--- src/rtl/router_ram_fifo_ctrl.sv ---
// Queue controller for the router packet RAM: stream-to-RAM writes, latency-hiding read prefetch into a small output buffer.
// Optional error checking (err_ovf, err_udf, dbg_expect, OB overflow assertion) is enabled by defining ROUTER_FIFO_ERR_CHK_EN.
module router_ram_fifo_ctrl #(
   parameter int unsigned DEPTH    = 12,
   parameter int unsigned WIDTH    = 73,
   parameter int unsigned ADDR_W   = 4,
   parameter int unsigned RD_LAT   = 2,
   parameter int unsigned OB_DEPTH = 3
) (
   input  logic              clk,
   input  logic              rst,
   input  logic              in_valid,
   output logic              in_ready,
   input  logic [WIDTH-1:0]  in_data,
   output logic              out_valid,
   input  logic              out_ready,
   output logic [WIDTH-1:0]  out_data,
   output logic              ram_wr_en,
   output logic [ADDR_W-1:0] ram_wr_addr,
   output logic [WIDTH-1:0]  ram_wr_data,
   output logic              ram_rd_en,
   output logic [ADDR_W-1:0] ram_rd_addr,
   input  logic [WIDTH-1:0]  ram_rd_data,
`ifdef ROUTER_FIFO_ERR_CHK_EN
   input  logic              dbg_expect,
   output logic              err_ovf,
   output logic              err_udf,
`endif
   output logic [ADDR_W+1:0] count
);

   localparam int unsigned CW    = ADDR_W + 2;
   localparam int unsigned OB_AW = (OB_DEPTH > 1) ? $clog2(OB_DEPTH) : 1;

   logic [ADDR_W-1:0] wr_ptr, rd_ptr;
   logic [ADDR_W:0]   ram_cnt;
   logic [RD_LAT-1:0] pipe;
   logic [WIDTH-1:0]  ob_mem [OB_DEPTH];
   logic [OB_AW-1:0]  ob_head, ob_tail;
   logic [CW-1:0]     ob_cnt, inflight_cnt;
   logic              push, pop, issue, capture;

   function automatic logic [ADDR_W-1:0] ptr_inc(input logic [ADDR_W-1:0] p);
      return (p == ADDR_W'(DEPTH - 1)) ? '0 : p + ADDR_W'(1);
   endfunction

   function automatic logic [OB_AW-1:0] ob_inc(input logic [OB_AW-1:0] p);
      return (p == OB_AW'(OB_DEPTH - 1)) ? '0 : p + OB_AW'(1);
   endfunction

   always_comb begin
      inflight_cnt = '0;
      for (int unsigned i = 0; i < RD_LAT; i++)
         inflight_cnt = inflight_cnt + CW'(pipe[i]);
   end

   // Reads already in flight are reserved buffer slots, so the buffer can never overflow.
   always_comb begin
      in_ready  = (ram_cnt < (ADDR_W+1)'(DEPTH));
      push      = in_valid & in_ready;
      out_valid = (ob_cnt != '0);
      pop       = out_valid & out_ready;
      issue     = (ram_cnt != '0) && ((ob_cnt + inflight_cnt - CW'(pop)) < CW'(OB_DEPTH));
      capture   = pipe[RD_LAT-1];
   end

   assign ram_wr_en   = push;
   assign ram_wr_addr = wr_ptr;
   assign ram_wr_data = in_data;
   assign ram_rd_en   = issue;
   assign ram_rd_addr = rd_ptr;
   assign out_data    = ob_mem[ob_head];
   assign count       = CW'(ram_cnt) + inflight_cnt + ob_cnt;

   always_ff @(posedge clk) begin
      if (rst) begin
         wr_ptr  <= '0;
         rd_ptr  <= '0;
         ram_cnt <= '0;
         pipe    <= '0;
      end else begin
         if (push)
            wr_ptr <= ptr_inc(wr_ptr);
         if (issue)
            rd_ptr <= ptr_inc(rd_ptr);
         ram_cnt <= ram_cnt + (ADDR_W+1)'(push) - (ADDR_W+1)'(issue);
         pipe[0] <= issue;
         for (int unsigned i = 1; i < RD_LAT; i++)
            pipe[i] <= pipe[i-1];
      end
   end

   always_ff @(posedge clk) begin
      if (rst) begin
         ob_head <= '0;
         ob_tail <= '0;
         ob_cnt  <= '0;
         for (int unsigned i = 0; i < OB_DEPTH; i++)
            ob_mem[i] <= '0;
      end else begin
         if (capture) begin
            ob_mem[ob_tail] <= ram_rd_data;
            ob_tail         <= ob_inc(ob_tail);
         end
         if (pop)
            ob_head <= ob_inc(ob_head);
         ob_cnt <= ob_cnt + CW'(capture) - CW'(pop);
      end
   end

`ifdef ROUTER_FIFO_ERR_CHK_EN
   logic [4:0] stall_cnt;

   // stall_cnt holds the number of earlier consecutive blocked cycles; the 17th sets the flag.
   always_ff @(posedge clk) begin
      if (rst) begin
         stall_cnt <= '0;
         err_ovf   <= 1'b0;
         err_udf   <= 1'b0;
      end else begin
         if (in_valid && !in_ready) begin
            if (stall_cnt >= 5'd16)
               err_ovf <= 1'b1;
            if (stall_cnt != '1)
               stall_cnt <= stall_cnt + 5'd1;
         end else begin
            stall_cnt <= '0;
         end
         if (out_ready && !out_valid && dbg_expect)
            err_udf <= 1'b1;
      end
   end

`ifndef SYNTHESIS
   always_ff @(posedge clk) begin
      if (!rst)
         assert (!(capture && (ob_cnt == CW'(OB_DEPTH))));
   end
`endif
`endif

endmodule

--- config.mk ---
export PLATFORM = sky130hd
export DESIGN_NAME = router_ram_fifo_ctrl
export DESIGN_NICKNAME = d
export VERILOG_FILES = /design/src/rtl/router_ram_fifo_ctrl.sv
export SDC_FILE = /design/constraint.sdc
export NUM_CORES = 1
export LEC_CHECK = 0
export CAP_MARGIN = 20
export CORE_UTILIZATION = 46
export CTS_CLUSTER_SIZE = 8
export DETAILED_ROUTE_END_ITERATION = 10
export PLACE_DENSITY = 0.76
export REMOVE_ABC_BUFFERS = 1
export SYNTH_ARGS = -nofsm -noshare
export SYNTH_HDL_FRONTEND = slang
export SYNTH_SLANG_ARGS = --single-unit
--- constraint.sdc ---
create_clock -name clk -period 4.5 [get_ports clk]
set_clock_uncertainty 0.2 [all_clocks]
set_input_delay 0.675 -clock clk [delete_from_list [all_inputs] [get_ports clk]]
set_output_delay 0.675 -clock clk [all_outputs]
set_load 0.005 [all_outputs]
==> results.tsv <==
metric	value	unit
Die W	180	µm
CTS Sinks	319	
Worst Setup SP	ob_cnt[2]	
most frequent CP cell	buf_4	
slowest library cell on the worst path	a311oi_2	
hold crit path type	reg -> reg	
drt wl/cell	25.9	µm
first-pass GRT wire length	56.4	mm
CTS Buffer Depth	3	
RD Place Congestion	0.797	
Pre-antenna DRT Iters	8	
most frequent cells in the layout	edfxtp_1, and2_1, clkdlybuf4s50_1	
hold slack	0.285	ns
Post-Syn Area	0.0145	mm²
Worst VDD drop	0.000458	V
commonest non-fill, non-tap cell in the layout	edfxtp_1	
clk_lat worst skew	0.53	ns
Post-synth ARST share	0	%
Post-Syn Instances	926	
Via Count	8402	
Final Power	9430	µW
endpoint type of the worst setup path	flip-flop	
hold_buf cts	0	
dpl cells	1402	
Top Ports	314	
R2R Setup Slk	-0.04	ns
TritonCTS buffer count	45	
required time worst endpoint	4.71	ns
Seq/Total Area, Yosys	64.2	%
Port Buf Inserts	167	
Hold Fails Final Rpt	0	
clk root buf	clkbuf_16	
WHS Path Cells	1	
slew at the pin closest to its max-slew limit	0.837	ns
final cycle utilization of the critical path	101	%
antenna-violating nets left	0	
Max Cap Viol	0	
initial antenna violation count	2	
Tot GR Track Use	24.1	%
global route total overflow	0	
Synth Register Bits	319	
Initial Util	47.0	%
worst rel slew slack	44.2	%
fmax	220	MHz
die footprint	0.0322	mm²
Cell variety after synth	49	
Ys Warns	0	
worst setup path class	reg -> reg	
crit path max fanout	4	
Mean Syn Cell Area	15.7	µm²
Worst Slack Setup Final	-0.0435	ns
CTS tree	done	
vias in the first global route	8376	
largest net degree at the start of global routing	74	
status	finished with violations	
CP Launch Type	flip-flop	
Finish-stage setup viols	3	
Core ar.	0.0308	mm²
Setup Total Neg Slack	-0.118	ns
WP data arrival	4.75	ns
H-tree depth	2	
fin area	0.0179	mm²
Reg2Reg Launch Point	ob_cnt[2]	
Critical Path End	ram_rd_addr[1]	
number of flops mapped to enable cells by yosys	292	
Layout Nets	1280	
Reg clk slew, reported paths	0.06	ns
detailed placement HPWL	23.2	mm
Post-route DRC	30	
Area Overhead vs Synth	23.2	%
fraction of layout cells with a size suffix above 1	20.6	%
fillcell total	2314	
Primary FF master, synth	edfxtp_1	
Power Density	528	mW/mm²
slowest stage delay, CP	0.37	ns
Iter 0 DRT Violations	736	
leakage power	0.00650	µW
Antenna Cells	0	
failing checks	design-rule violations, negative setup slack	
Slew Viols, Final	0	
final wirelength	38.9	mm
Die Y-Extent	180	µm
row cnt	64	
Final Instance Count excl. Fillers	1506	
depth of the most critical reg-to-reg path	27	
RR Endpoint	ram_rd_addr[1]	
Post-DP Area	0.0162	mm²
drt via density	5.58	
fin crit period	4.54	ns
-- per-layer routing --
metal  GRT usage [%]  wire length, µm
met4            6.14              956
met3            14.9             5980
met5            7.41              325
met1            29.5            14700
met2            34.8            16900
-- logic make-up after synthesis --
| family | share of synthesized area [%] |
|---|---|
| AOI/OAI and AO/OA | 1.99 |
| xor gates and xnor gates | 0.786 |
| adders and majority gates | 3.42 |
| buffers and inverters | 6.05 |
| DFF | 64.2 |
| muxes | 11.5 |
| and+or+nand+nor | 12.0 |
-- critical path: cells and delay by family, from the launching register on --
kind / cells / cell delay (ns)
buffers and inverters: 16 / 1.75
adders and majority gates: 4 / 0.85
AOI/OAI and AO/OA: 4 / 0.81
and+or+nand+nor: 2 / 0.26
xor gates and xnor gates: 1 / 0.19
DFF: 1 / 0.33
-- state kept, by name (all words and copies together) (netlist names), named ones only --
| name | count |
|---|---|
| ob_tail | 2 |
| ram_rd_addr | 4 |
| ob_cnt | 6 |
| ob_head | 2 |
| pipe | 2 |
| ram_cnt | 5 |
| ob_mem | 292 |
| ram_wr_addr | 4 |
-- report_power, final --
group          switching [µW]  internal (µW)
registers                 138           3400
clock network            1190           1840
logic                    1240           1610
-- cell usage after synthesis, types with 3 or more instances --
library cell | count | area [µm²]
nor3_1 | 3 | 15.0
o21bai_1 | 3 | 22.5
xnor2_1 | 9 | 78.8
nand4_1 | 4 | 25.0
a21o_1 | 4 | 30.0
nor2b_1 | 6 | 37.5
nor2_1 | 22 | 82.6
buf_2 | 8 | 40.0
and2_1 | 220 | 1380
clkbuf_1 | 35 | 131
ha_1 | 30 | 375
edfxtp_1 | 292 | 8770
a21oi_1 | 19 | 95.1
mux4_2 | 73 | 1640
or2_2 | 3 | 18.8
nand2_1 | 9 | 33.8
fa_1 | 6 | 120
o21ai_0 | 3 | 15.0
buf_4 | 73 | 548
xor2_1 | 4 | 35.0
inv_1 | 36 | 135
dfxtp_1 | 27 | 541
-- per-stage QoR --
step                util (%)  worst slack [ns]
floorplan                  -             -1.35
global placement        52.6            -0.333
detailed placement      52.6            -0.376
CTS                     57.6          -0.00351
global route            57.9            -0.159
finish                  57.9           -0.0435
-- worst min-delay path by stage --
stage	from	to
after floorplan	pipe[0]	pipe[1]
final	pipe[0]	pipe[1]
after global placement	pipe[0]	pipe[1]
after global routing	pipe[0]	pipe[1]
after CTS	pipe[0]	pipe[1]
after detailed placement	pipe[0]	pipe[1]
-- final cells by class --
| cell class | count | area (µm²) | area share [%] |
|---|---|---|---|
| Clock buffer | 61 | 1210 | 6.76 |
| Tap cell | 396 | 495 | 2.77 |
| Multi-Input combinational cell | 453 | 4410 | 24.7 |
| Inverter | 36 | 135 | 0.757 |
| Sequential cell | 319 | 9320 | 52.2 |
| Timing Repair Buffer | 239 | 2250 | 12.6 |
| Clock inverter | 2 | 36.3 | 0.203 |
-- timing repair --
item / 4_1_cts / 5_1_grt
resized for setup: 9 / 16
pin swaps: 4 / 7
endpoints found under the setup margin: 2 / 11
endpoints found under the hold margin: 0 / 0
buffers inserted: 38 / 6
(Power assumes the default switching activity.)
